--- src/rtl/fifo_word_reader_if.sv ---
// Handshake bundle between the byte FIFO read port, the word reader and the FP operand input.
// The master modport is the reader; the slave modport is the FIFO plus downstream consumer.
interface fifo_word_reader_if #(
  parameter int BYTES_PER_WORD = 4
) ();
  logic                          fifo_empty;
  logic [7:0]                    fifo_data;
  logic                          fifo_rd_en;
  logic [8*BYTES_PER_WORD-1:0]   word_out;
  logic                          word_valid;
  logic                          word_ready;

  modport master (
    input  fifo_empty,
    input  fifo_data,
    output fifo_rd_en,
    output word_out,
    output word_valid,
    input  word_ready
  );

  modport slave (
    output fifo_empty,
    output fifo_data,
    input  fifo_rd_en,
    input  word_out,
    input  word_valid,
    output word_ready
  );
endinterface

--- src/rtl/fifo_word_reader.sv ---
// Pops bytes from the byte FIFO, assembles BYTES_PER_WORD of them into one operand word
// and offers it downstream on a valid/ready handshake. One pop is outstanding at most.
module fifo_word_reader #(
  parameter int BYTES_PER_WORD = 4,
  parameter bit BIG_ENDIAN     = 1'b1,
  localparam int IDX_W  = (BYTES_PER_WORD > 1) ? $clog2(BYTES_PER_WORD) : 1,
  localparam int WORD_W = 8 * BYTES_PER_WORD
) (
  input  logic                  clk,
  input  logic                  reset,
  fifo_word_reader_if.master    bus,
  output logic [IDX_W-1:0]      byte_idx,
  output logic [7:0]            words_done
);

  typedef enum logic [1:0] {
    S_REQ     = 2'd0,
    S_CAPTURE = 2'd1,
    S_HOLD    = 2'd2
  } state_t;

  state_t              state_q, state_d;
  logic [WORD_W-1:0]   asm_q, asm_d;
  logic [WORD_W-1:0]   word_q, word_d;
  logic                valid_q, valid_d;
  logic [IDX_W-1:0]    idx_q, idx_d;
  logic [7:0]          done_q, done_d;
  logic                rd_en;

  function automatic logic [WORD_W-1:0] shift_in(input logic [WORD_W-1:0] acc,
                                                 input logic [7:0]        b);
    if (BIG_ENDIAN) return {acc[WORD_W-9:0], b};
    else            return {b, acc[WORD_W-1:8]};
  endfunction

  always_comb begin
    state_d = state_q;
    asm_d   = asm_q;
    word_d  = word_q;
    valid_d = valid_q;
    idx_d   = idx_q;
    done_d  = done_q;
    rd_en   = 1'b0;
    case (state_q)
      S_REQ: begin
        if (!bus.fifo_empty && !reset) begin
          rd_en   = 1'b1;
          state_d = S_CAPTURE;
        end
      end
      S_CAPTURE: begin
        // The FIFO's registered data is valid exactly one cycle after the pop.
        asm_d = shift_in(asm_q, bus.fifo_data);
        if (idx_q == IDX_W'(BYTES_PER_WORD - 1)) begin
          word_d  = asm_d;
          valid_d = 1'b1;
          idx_d   = '0;
          state_d = S_HOLD;
        end else begin
          idx_d   = idx_q + IDX_W'(1);
          state_d = S_REQ;
        end
      end
      S_HOLD: begin
        if (valid_q && bus.word_ready) begin
          valid_d = 1'b0;
          done_d  = done_q + 8'd1;
          state_d = S_REQ;
        end
      end
      default: state_d = S_REQ;
    endcase
  end

  always_ff @(posedge clk) begin
    if (reset) begin
      state_q <= S_REQ;
      asm_q   <= '0;
      word_q  <= '0;
      valid_q <= 1'b0;
      idx_q   <= '0;
      done_q  <= 8'd0;
    end else begin
      state_q <= state_d;
      asm_q   <= asm_d;
      word_q  <= word_d;
      valid_q <= valid_d;
      idx_q   <= idx_d;
      done_q  <= done_d;
    end
  end

  assign bus.fifo_rd_en = rd_en;
  assign bus.word_out   = word_q;
  assign bus.word_valid = valid_q;
  assign byte_idx       = idx_q;
  assign words_done     = done_q;

endmodule

--- src/flat_wrapper.sv ---
// flat-port wrapper written by rule: the top's interface ports become plain ports
module fifo_word_reader_flat 
#(
  parameter int BYTES_PER_WORD = 4,
  parameter bit BIG_ENDIAN     = 1'b1,
  localparam int IDX_W  = (BYTES_PER_WORD > 1) ? $clog2(BYTES_PER_WORD) : 1,
  localparam int WORD_W = 8 * BYTES_PER_WORD
)
  (clk, reset, byte_idx, words_done, bus_fifo_empty, bus_fifo_data, bus_fifo_rd_en, bus_word_out, bus_word_valid, bus_word_ready);
  fifo_word_reader_if #(.BYTES_PER_WORD(BYTES_PER_WORD)) bus_i ();
  input  logic clk;
  input  logic reset;
  output logic [IDX_W-1:0] byte_idx;
  output logic [7:0] words_done;
  input wire logic [$bits(bus_i.fifo_empty)-1:0] bus_fifo_empty;
  input wire logic [$bits(bus_i.fifo_data)-1:0] bus_fifo_data;
  output wire logic [$bits(bus_i.fifo_rd_en)-1:0] bus_fifo_rd_en;
  output wire logic [$bits(bus_i.word_out)-1:0] bus_word_out;
  output wire logic [$bits(bus_i.word_valid)-1:0] bus_word_valid;
  input wire logic [$bits(bus_i.word_ready)-1:0] bus_word_ready;
  assign bus_i.fifo_empty = bus_fifo_empty;
  assign bus_i.fifo_data = bus_fifo_data;
  assign bus_fifo_rd_en = bus_i.fifo_rd_en;
  assign bus_word_out = bus_i.word_out;
  assign bus_word_valid = bus_i.word_valid;
  assign bus_i.word_ready = bus_word_ready;
  fifo_word_reader #(.BYTES_PER_WORD(BYTES_PER_WORD), .BIG_ENDIAN(BIG_ENDIAN)) u_core (.clk(clk), .reset(reset), .bus(bus_i), .byte_idx(byte_idx), .words_done(words_done));
endmodule
--- config.mk ---
export PLATFORM = sky130hd
export DESIGN_NAME = fifo_word_reader_flat
export DESIGN_NICKNAME = d
export VERILOG_FILES = /design/src/rtl/fifo_word_reader_if.sv /design/src/rtl/fifo_word_reader.sv /design/src/flat_wrapper.sv
export SDC_FILE = /design/constraint.sdc
export NUM_CORES = 1
export LEC_CHECK = 0
export BUFFER_PORTS_ARGS = -buffer_cell sky130_fd_sc_hd__buf_4
export CAP_MARGIN = 0
export CORE_ASPECT_RATIO = 1.25
export CORE_UTILIZATION = 30
export DETAILED_ROUTE_END_ITERATION = 7
export GPL_TIMING_DRIVEN = 0
export SLEW_MARGIN = 5
export SYNTH_ARGS = -nofsm -noshare
export SYNTH_HDL_FRONTEND = slang
export SYNTH_SLANG_ARGS = --single-unit
--- constraint.sdc ---
create_clock -name clk -period 2 [get_ports clk]
set_input_delay 0 -clock clk [delete_from_list [all_inputs] [get_ports clk]]
set_output_delay 0 -clock clk [all_outputs]
set_load 0.05 [all_outputs]
; Word-level counts from Yosys, hierarchy flattened
; Index checks and enable logic that the tools add are counted.
[classes]
addsub = 2
n_eq_ne = 6
n_mux = 10
n_reduce_logical = 10
[op_table]
columns = cell, count
row1 = $add A8 B1 Y8 const B, 1
row2 = $mux W2, 4
row3 = $ne A2 B1 Y1 const B, 3
row4 = $pmux W2 S3, 1
row5 = $reduce_and A2 Y1, 3
row6 = $eq A2 B2 Y1 const B, 2
row7 = $mux W1, 4
row8 = $reduce_and A3 Y1, 1
row9 = $add A2 B1 Y2 const B, 1
row10 = $eq A2 B1 Y1 const B, 1
row11 = $logic_and A1 B1 Y1, 2
row12 = $logic_not A1 Y1, 2
row13 = $logic_not A2 Y1, 1
row14 = $pmux W1 S2, 1
row15 = $reduce_bool A2 Y1, 1
[totals]
reg_bits = 69
inputBits = 12
elab_cells = 34

; Logic depth before layout (Yosys ltp)
; Gate-level depths: netlist of the first run.
[logic_depth]
depth_word = 4
mapped_depth = 6
mapped_depth_nobuf = 4

; Worst setup path after synthesis of the first run
; OpenSTA, ideal clock, no wires.
[synth_path]
path_kind = register -> output
from = register u_core.state_q[1]
to = output port bus_fifo_rd_en
arrival_ns = 1.910
required_time_ns = 2.000
slack_ns = 0.090
stages_incl_launch_ff = 2
path_cell_list = dfxtp_1 -> nor4_1
[synth_between]
elab_chain_len = 2
[synth_rtl]
columns = element, line
row1 = "start, declared", fifo_word_reader.sv:22  ; state_t state_q, state_d;
row2 = "start signal, assigned", fifo_word_reader.sv:84  ; state_q <= state_d;
row3 = $logic_not A2 Y1, fifo_word_reader.sv:44  ; case (state_q)
row4 = $mux W1, fifo_word_reader.sv:44
row5 = "end, declared", flat_wrapper.sv:17  ; output wire logic [$bits(bus_i.fifo_rd_en)-1:0] bus_fifo_rd_en;
; No other way between the ends.

; Worst setup path after layout of the first run
[layout_path]
from = register u_core.idx_q[0], in the netlist u_core.byte_idx[0]
to = register u_core.word_q[29], in the netlist u_core.bus.word_out[29]
[layout_between]
elab_chain_len = 2
[layout_rtl]
columns = element, line
row1 = "start, declared", fifo_word_reader.sv:26  ; logic [IDX_W-1:0] idx_q, idx_d;
row2 = "start signal, assigned", fifo_word_reader.sv:88  ; idx_q <= idx_d;
row3 = $eq A2 B2 Y1, fifo_word_reader.sv:54  ; if (idx_q == IDX_W'(BYTES_PER_WORD - 1)) begin
row4 = $reduce_and A2 Y1 (no source line), -
row5 = "end signal, assigned", fifo_word_reader.sv:86  ; word_q <= word_d;
row6 = "end, declared", fifo_word_reader.sv:24  ; logic [WORD_W-1:0] word_q, word_d;
; No other way between the ends.
; A chain may end at the register's enable or synchronous reset.

==> results.cfg, run 1 <==
[detailed_routing]
drc = 0
firstDrtPassIters = 4
first_iter_violations = 131
antenna_violating_nets_post_route = 0
via_count = 2236
routed_via_density = 4.63
drt-total-wl_um = 6050
wl_per_cell_um = 12.5

[final_layout]
instances_no_fill = 483
regArea_mm2 = 0.00138
drive_gt1_share_pct = 20.9
area_delta_synth_final_pct = 34.1
multi_input_area_mm2 = 0.00100
nets = 397
finalCoreUtilization_pct = 42.1
antennaDiodeCount = 0
fillerInstances = 832

[timing]
rsz0062_at_grt = no
post-route-period-util_pct = 78.3
fin_skew_ns = 0.00742
max_freq_mhz = 638
tightest_slew_ns = 0.514
max_slew_margin_pct = 65.7
final-hold-violation-count = 0
slew_viol_final = 0
period_needed_ns = 1.57
setup_violations = 0
setup_ws_ns = 0.433
fin_tns_setup_ns = 0

[min_path]
hold_end = u_core.words_done[1]$_SDFFE_PP0P_
hold_start = reset
whs_path_depth = 3
hp-class = input pin to flip-flop

[synth]
synth_top_area_share_pct = 55.6
seq_area_frac_synth_pct = 55.6
synth_common_cells = nand2_1 (118), dfxtp_1 (69), a21oi_1 (65), clkbuf_1 (12), buf_2 (10)
synth_area_leaders = dfxtp_1 (56%), nand2_1 (18%), a21oi_1 (13%), buf_2 (2.0%), clkbuf_1 (1.8%)
netlist_instances = 308
ys_types = 22
synth-async-reset-ratio_pct = 0
synthesis.nets = 322
syn-mean-instance-area_um2 = 8.07
synth-edff-count = 0
synth_warnings = 0
synthFlopType = dfxtp_1
synth_area_mm2 = 0.00249
ys_ff_latch = 69
synth_most_common_cell = nand2_1
yosysTopAreaCell = dfxtp_1

[setup_path]
crit_path_end_kind = flip-flop
reg2reg_slack_ns = 0.43
critPathKind = flip-flop to flip-flop
crit_buf_inv = 1
critPathMaxStageDelay_ns = 0.43
cp.arrival_ns = 1.84
reg2reg_depth = 5
critical_path_required_ns = 2.27
r2r-end = u_core.bus.word_out[29]$_SDFFE_PP0P_
cpLargestDelayFamily = buffers and inverters
critPathLaunchType = flip-flop
slowest_stage = clkbuf_1
crit_chain = ha_1 > nand3b_1 > clkbuf_1 > nand2_1 > a21oi_1
critical_path.max_fanout = 10
r2r-start = u_core.byte_idx[0]$_SDFFE_PP0N_

[placement]
place_ws_ns = 0.426
dp_hpwl_um = 4390
routabilityCongestion = 0.735
io_buffers = 54
placed_cells = 457

[clock_network]
cts_tree = done
numCtsBuffers = 9
clk_path_buf_depth = 2
cts_resized = 0
cts_sinks = 69
clk_latency_ns = 0.34
clk_pin_slew_ns = 0.08
root_buffer = clkbuf_8
htreeDepth = 3

[die]
core_area_mm2 = 0.00793
io-pin-count = 56
start_util_pct = 31.4
die_area_mm2 = 0.00866
dieHeight_um = 104
dieWidth_um = 83.4
placementRows = 36

[flow_run]
maxCapViolCount = 0

[power_and_ir_drop]
vdd_drop_max_uv = 487
power.density_mw_per_mm2 = 835
power_mw = 2.78
power_leakage_nw = 1.28

[grt]
grt_max_degree = 13
grt_pass1_wl_um = 9990
grt_pass1_vias = 2158
antenna_found_initial = 0
grt.total_usage_pct = 14.3
overflow = 0

[run_status]
status = complete, no violations
-- metrics by stage --
step                area [µm²]  hold slack [ns]
floorplan                 2490           0.0717
global placement          3010            0.170
detailed placement        3010            0.171
CTS                       3330            0.244
global route              3330            0.292
finish                    3330            0.250
-- timing repair --
item | in CTS | in global routing
hold buffers | 10 | 0
setup buffers | 0 | 0
hold endpoints to repair | 18 | 0
-- layer usage --
| metal | routed length [µm] | track usage (%) |
|---|---|---|
| met1 | 2770 | 17.6 |
| met2 | 2930 | 23.7 |
| met3 | 232 | 3.11 |
| met4 | 114 | 6.90 |
| met5 | 0 | 0 |
-- worst max path at each step --
stage	from	endpoint	slack, ns	cells after the start
2_1_floorplan	u_core.state_q[1]$_SDFFE_PP0P_	bus_fifo_rd_en	0.09	1
3_3_place_gp	u_core.byte_idx[0]$_SDFFE_PP0N_	u_core.bus.word_out[20]$_SDFFE_PP0P_	0.46	5
3_5_place_dp	u_core.byte_idx[0]$_SDFFE_PP0N_	u_core.bus.word_out[16]$_SDFFE_PP0P_	0.43	5
4_1_cts	u_core.byte_idx[0]$_SDFFE_PP0N_	u_core.bus.word_out[26]$_SDFFE_PP0P_	0.42	5
5_1_grt	u_core.byte_idx[0]$_SDFFE_PP0N_	u_core.bus.word_out[17]$_SDFFE_PP0P_	0.26	5
6_report	u_core.byte_idx[0]$_SDFFE_PP0N_	u_core.bus.word_out[29]$_SDFFE_PP0P_	0.43	5
-- power by group --
part	total, mW	switching (mW)	leakage, nW	internal, mW
clock	1.26	0.523	0.112	0.733
sequential	1.40	0.0133	0.557	1.39
combinational	0.126	0.0758	0.608	0.0500
total	2.78	0.612	1.28	2.17
-- kinds of logic after synthesis --
| family | Yosys count | synth area share (%) |
|---|---|---|
| buf+inv | 24 | 4.13 |
| flops | 69 | 55.6 |
| compound gates | 71 | 14.8 |
| xor+xnor | 1 | 0.352 |
| fa+ha+maj | 2 | 1.01 |
| simple gates | 139 | 23.4 |
| mux | 2 | 0.805 |
-- state kept, by name, indices dropped and copies added, names as in the netlist --
signal / count
u_core.state_q: 2
u_core.words_done: 8
u_core.bus.word_valid: 1
u_core.asm_q: 24
u_core.bus.word_out: 32
u_core.byte_idx: 2
-- cells in the final DEF, fill, tap and decap left out, drive strengths merged --
cell type	netlist	final
buf	10	64
nand3	1	1
clkbuf	12	22
nand2	118	118
ha	2	2
and3b	1	1
o21ai	1	1
or3	1	1
nand4	1	1
clkinv	0	3
o31ai	5	5
mux2i	2	2
dlygate4sd3	0	10
nor2b	1	1
nand4b	1	1
bufinv	0	2
xor2	1	1
nand3b	2	2
clkinvlp	0	1
nor4	2	2
dfxtp	69	69
or4	5	5
a21oi	65	65
inv	2	2
nor2	5	5
nand2b	1	1
-- layout make-up --
type	instances	share of cell area [%]
repair buffers	64	15.2
multi-input cells	215	30.1
clock buffers	10	4.13
clock inverters	6	2.59
inverters	2	0.225
plain buffers	22	2.85
flip-flops and latches	69	41.4
well taps	95	3.56
-- worst register-to-register path: stages (launching register included) --
cell and delay (ns):
dfxtp_1 0.35, ha_1 0.23, nand3b_1 0.25, clkbuf_1 0.43
nand2_1 0.10, a21oi_1 0.14
Note: power is estimated with default switching activity, not from simulation.
==> run 2: changes to the inputs <==
==> constraint.sdc (replaced) <==
create_clock -name clk -period 1.5 [get_ports clk]
set_input_delay 0 -clock clk [delete_from_list [all_inputs] [get_ports clk]]
set_output_delay 0 -clock clk [all_outputs]
set_load 0.05 [all_outputs]
==> run 2 against run 1 <==
Effect of this change:
- clock skew rose by 0.0028 ns
- non-clock buffer count decreased by 1
- total power increased by 20%
- global-route usage increased by 0.24 points
- utilization shrank 0.28 points
- first-iteration DRC count decreased by 9.9%
- via count decreased by 0.81%
- routed wire length decreased by 1.8%
- sequential share of layout area grew 0.62 points
- cell count fell by 0.21%
- highest routed layer unchanged
- largest cell class unchanged
==> results.cfg, run 2 (synthesis results as in run 1) <==
[run_status]
status = complete, no violations

[die]
dieHeight_um = 104
core_area_mm2 = 0.00793
placementRows = 36
die_area_mm2 = 0.00866
start_util_pct = 31.4
io-pin-count = 56
dieWidth_um = 83.4

[final_layout]
drive_gt1_share_pct = 24.0
nets = 396
finalCoreUtilization_pct = 41.8
mostFrequentLayoutCells = nand2_1 (118), a21oi_1 (65), dfxtp_1 (60), buf_4 (54)
antennaDiodeCount = 0
instances_no_fill = 482
largest_reg_flops = 32
final_common_cell = nand2_1
area_delta_synth_final_pct = 33.2

[timing]
period_needed_ns = 1.39
slew_viol_final = 0
post-route-period-util_pct = 92.4
setup_violations = 0
rsz0062_at_grt = no
tightest_slew_ns = 0.549
final-hold-violation-count = 0
max_slew_margin_pct = 63.4
max_freq_mhz = 722
fin_skew_ns = 0.0102
fin_tns_setup_ns = 0

[grt]
antenna_found_initial = 0
grt_pass1_wl_um = 9920
grt_max_degree = 12
grt_pass1_vias = 2090
overflow = 0
grt.total_usage_pct = 14.6

[power_and_ir_drop]
power.density_mw_per_mm2 = 1010
seqPwrFrac_pct = 55.8
power_mw = 3.34
power_leakage_nw = 1.29
power_switching_uw = 786
vdd_drop_max_uv = 514
pwr-share-comb_pct = 5.1
p_clk_share_pct = 39.1
intPower_mw = 2.56
swShare_pct = 23.5

[clock_network]
clk_pin_slew_ns = 0.07
clk_path_buf_depth = 2
numCtsBuffers = 9
clk_latency_ns = 0.34
root_buffer = clkbuf_8
cts_sinks = 69
htreeDepth = 3
cts_tree = done

[flow_run]
maxCapViolCount = 0

[setup_path]
critical_path.max_fanout = 10
critical_path_required_ns = 1.77
critPathMaxStageDelay_ns = 0.34
crit_chain = ha_1 > nand3b_1 > buf_2 > nand2_1 > a21oi_1
crit_path_end_kind = flip-flop
crit_buf_inv = 1
cp.arrival_ns = 1.65
reg2reg_slack_ns = 0.11
slowest_stage = dfxtp_2
critPathKind = flip-flop to flip-flop
critPathLaunchType = flip-flop
cpLargestDelayFamily = flip-flops

[detailed_routing]
drc = 0
wl_per_cell_um = 12.3
firstDrtPassIters = 4
first_iter_violations = 118
drt-total-wl_um = 5940
via_count = 2218
routed_via_density = 4.60
antenna_violating_nets_post_route = 0

[placement]
routabilityCongestion = 0.734
placed_cells = 457
dp_hpwl_um = 4310
io_buffers = 54

[min_path]
hp-class = input pin to flip-flop
==> run 2: changes by cell type in the layout (fill, tap and decap cells not counted), sizes merged <==
cell      before  now
clkbuf        22   23
clkinv         3    4
bufinv         2    0
clkinvlp       1    0
==> run 2: worst paths after layout <==
path	from	end	depth (start not counted)
setup / recovery	u_core.byte_idx[0]$_SDFFE_PP0N_	u_core.bus.word_out[1]$_SDFFE_PP0P_	5
hold / removal	reset	u_core.words_done[0]$_SDFFE_PP0P_	3
setup reg to reg	u_core.byte_idx[0]$_SDFFE_PP0N_	u_core.bus.word_out[1]$_SDFFE_PP0P_	5
hold reg to reg	u_core.asm_q[16]$_SDFFE_PP0N_	u_core.bus.word_out[24]$_SDFFE_PP0P_	2
==> run 2: tightest hold or removal path: stages <==
cell and delay (ns):
clkbuf_1 0.15, clkbuf_1 0.26, nor2_1 0.14
==> run 2: final cells by class <==
cell class,instances,area (µm²)
buffer,21,100
multi-input combinational,215,1020
timing repair buffer,64,505
sequential,69,1390
clock inverter,4,23.8
fill,834,4620
clock buffer,12,145
tap,95,119
inverter,2,7.51
==> run 2: what timing repair did <==
action,in CTS,in global routing
cloned,0,0
resized for setup,3,7
hold buffers,10,0
endpoints found under the setup margin,29,23
hold endpoints to repair,18,0
buffers inserted,0,0
==> run 2: metrics by stage <==
stage                     setup WS (ns)  area (µm²)  hold WS (ns)
after floorplan                  0.0425        2500        0.0717
after global placement          -0.0130        3030         0.177
after detailed placement        -0.0785        3030         0.178
after CTS                        0.0595        3300         0.237
after global routing           0.000984        3310         0.308
final                             0.114        3310         0.241
==> run 2: metal layers <==
layer / vias up / wire (µm) / GRT usage, %
li1: 1165 / - / -
met1: 999 / 2780 / 17.8
met2: 44 / 2810 / 23.8
met3: 10 / 215 / 3.51
met4: 0 / 132 / 7.26
met5: - / 0 / 0
==> run 2: power groups by stage <==
stage | combinational (mW) | sequential (mW) | clock, mW
2_1_floorplan | 0.0799 | 1.92 | 0
3_3_place_gp | 0.147 | 1.91 | 0
3_5_place_dp | 0.149 | 1.91 | 0
4_1_cts | 0.170 | 1.87 | 1.35
5_1_grt | 0.187 | 1.87 | 1.43
6_report | 0.169 | 1.87 | 1.31
==> run 3: changes to the inputs <==
--- a/config.mk
+++ b/config.mk
@@ -5,6 +5,7 @@
 export SDC_FILE = /design/constraint.sdc
 export NUM_CORES = 1
 export LEC_CHECK = 0
+export ABC_AREA = 1
 export BUFFER_PORTS_ARGS = -buffer_cell sky130_fd_sc_hd__buf_4
 export CAP_MARGIN = 0
 export CORE_ASPECT_RATIO = 1.25
==> constraint.sdc (replaced) <==
create_clock -name clk -period 1.7 [get_ports clk]
set_input_delay 0 -clock clk [delete_from_list [all_inputs] [get_ports clk]]
set_output_delay 0 -clock clk [all_outputs]
set_load 0.05 [all_outputs]
==> run 3 against run 2 <==
Effect of this change:
- via count rose by 6.4%
- critical path type unchanged
- largest cell class unchanged
- combinational power up 42%
- total power increased by 2.9%
==> results.cfg, run 3 <==
[final_layout]
area_delta_synth_final_pct = 33.8
multi_input_area_mm2 = 0.00101
fillerInstances = 886
regArea_mm2 = 0.00138
mostFrequentLayoutCells = dfxtp_1 (69), buf_4 (59), nand2_1 (53), a21oi_1 (46), nand3_1 (38)
largest_reg_flops = 32
instances_no_fill = 505
antennaDiodeCount = 0
drive_gt1_share_pct = 21.8
final_common_cell = dfxtp_1
nets = 417

[grt]
grt_pass1_vias = 2235
grt_use_met2_pct = 24.3
grt.total_usage_pct = 15.5
use_met1_pct = 19.8
overflow = 0
antenna_found_initial = 0
met3_usage_pct = 3.26
grt_pass1_wl_um = 10900
grt_max_degree = 13
grt_busiest_layer = met2

[placement]
placed_cells = 477
routabilityCongestion = 0.794
io_buffers = 54
dp_hpwl_um = 4670

[detailed_routing]
drc = 0
drt-total-wl_um = 6450
firstDrtPassIters = 4
via_count = 2361
first_iter_violations = 78
wl_per_cell_um = 12.8
routed_via_density = 4.68
antenna_violating_nets_post_route = 0

[clock_network]
postCtsSetupBuffers = 0
clk_latency_ns = 0.35
cts_tree = done
clk_path_buf_depth = 2
cts_resized = 0
htreeDepth = 3
cts_sinks = 69
clk_pin_slew_ns = 0.08
root_buffer = clkbuf_8
numCtsBuffers = 9

[synth]
synth_area_mm2 = 0.00260
synth_area_leaders = dfxtp_1 (53%), a21oi_1 (8.9%), nand2_1 (7.6%), nand3_1 (7.3%), nor2_1 (5.2%)
synth_most_common_cell = dfxtp_1
syn-mean-instance-area_um2 = 7.98
synthesis.nets = 340
synthFlopType = dfxtp_1
synth_common_cells = dfxtp_1 (69), nand2_1 (53), a21oi_1 (46), nand3_1 (38), nor2_1 (36)
synth-async-reset-ratio_pct = 0
ys_types = 20
seq_area_frac_synth_pct = 53.1
netlist_instances = 326
ys_ff_latch = 69
synth_top_area_share_pct = 53.1
synth_warnings = 0
synth-edff-count = 0
yosysTopAreaCell = dfxtp_1

[timing]
slew_viol_final = 0
final-hold-violation-count = 0
fin_tns_setup_ns = 0
fin_skew_ns = 0.00958
period_needed_ns = 1.46
post-route-period-util_pct = 85.9
setup_violations = 0
rsz0062_at_grt = no
max_slew_margin_pct = 65.9
tightest_slew_ns = 0.512
max_freq_mhz = 685

[power_and_ir_drop]
power.density_mw_per_mm2 = 989
vdd_drop_max_uv = 352
power_leakage_nw = 1.39

[setup_path]
r2r-end = u_core.bus.word_out[1]$_SDFFE_PP0P_
critPathCapture = u_core.bus.word_out[1]$_SDFFE_PP0P_
critPathKind = flip-flop to flip-flop
reg2reg_depth = 5
critPathLaunchType = flip-flop
reg2reg_slack_ns = 0.24
crit_path_end_kind = flip-flop
critical_path.max_fanout = 10
cp.arrival_ns = 1.74
critical_path_required_ns = 1.98
r2r-start = u_core.byte_idx[0]$_SDFFE_PP0N_
startpoint = u_core.byte_idx[0]$_SDFFE_PP0N_

[die]
core_area_mm2 = 0.00833
start_util_pct = 31.2
dieWidth_um = 85.3
placementRows = 37
dieHeight_um = 106
die_area_mm2 = 0.00905
io-pin-count = 56

[flow_run]
maxCapViolCount = 0

[min_path]
hp-class = input pin to flip-flop

[run_status]
status = complete, no violations
## run 3: cell count changes in the layout (fill, tap and decap cells not counted), sizes merged, moves of 7 or more
cell | previous run | this run
buf | 64 | 71
nand2 | 118 | 54
nand3 | 1 | 38
o21ai | 1 | 19
inv | 2 | 23
nor2 | 5 | 38
a211oi | 0 | 8
a21oi | 65 | 46
## run 3: final cells by class
class,instances,area share (%)
plain buffers,23,3.70
clock buffers,11,4.06
clock inverters,5,2.41
inverters,23,2.48
multi-input cells,211,29.1
flip-flops and latches,69,39.7
well taps,97,3.49
repair buffers,66,15.1
## run 3: how the worst min path moves through the flow
stage | startpoint | endpoint | slack [ns] | cells past startpoint
final | bus_fifo_data[1] | u_core.asm_q[1]$_SDFFE_PP0N_ | 0.46 | 4
after detailed placement | bus_fifo_empty | u_core.state_q[0]$_SDFFE_PP0P_ | 0.18 | 2
after global placement | bus_fifo_empty | u_core.state_q[0]$_SDFFE_PP0P_ | 0.18 | 2
after global routing | bus_fifo_data[4] | u_core.asm_q[4]$_SDFFE_PP0N_ | 0.48 | 4
after CTS | bus_fifo_data[2] | u_core.asm_q[2]$_SDFFE_PP0N_ | 0.45 | 4
after floorplan | bus_fifo_empty | u_core.state_q[0]$_SDFFE_PP0P_ | 0.07 | 1
## run 3: critical path, stage by stage, from the launching register on
cell	delay, ns
dfxtp_1	0.38
ha_1	0.15
buf_2	0.18
clkbuf_1	0.37
nand3_1	0.16
a21oi_1	0.16
## run 3: repair_timing
item	in CTS	in global routing
endpoints found under the hold margin	21	0
setup endpoints to repair	0	0
hold buffers	12	0
## run 3: logic make-up after synthesis
logic type,after synthesis,synth area share (%)
AND/OR/NAND/NOR,135,22.5
buffers and inverters,46,8.27
AO/OA/AOI/OAI,74,15.2
flip-flops,69,53.1
adder cells (fa/ha/maj),2,0.962
## run 3: layer usage
| metal | up-vias | wire length (µm) |
|---|---|---|
| met1 | 1061 | 3070 |
| met2 | 54 | 2990 |
| met5 | - | 0 |
| met3 | 11 | 228 |
| li1 | 1235 | - |
| met4 | 0 | 154 |
## run 3: report_power, final
group          leakage (nW)  total (mW)  internal, mW  switching (mW)
Combinational         0.723       0.240        0.0936           0.146
Clock                 0.106        1.51         0.869           0.640
Sequential            0.560        1.69          1.66          0.0303
## run 3: stage by stage
step	hold slack, ns	utilization (%)	power, mW	worst slack [ns]	instance area (µm²)
floorplan	0.0717	-	1.87	0.118	2610
global placement	0.176	37.6	1.95	0.270	3130
detailed placement	0.182	37.6	1.95	0.248	3130
CTS	0.449	41.8	3.48	0.221	3480
global route	0.483	41.8	3.60	0.0276	3480
finish	0.462	41.8	3.44	0.239	3480
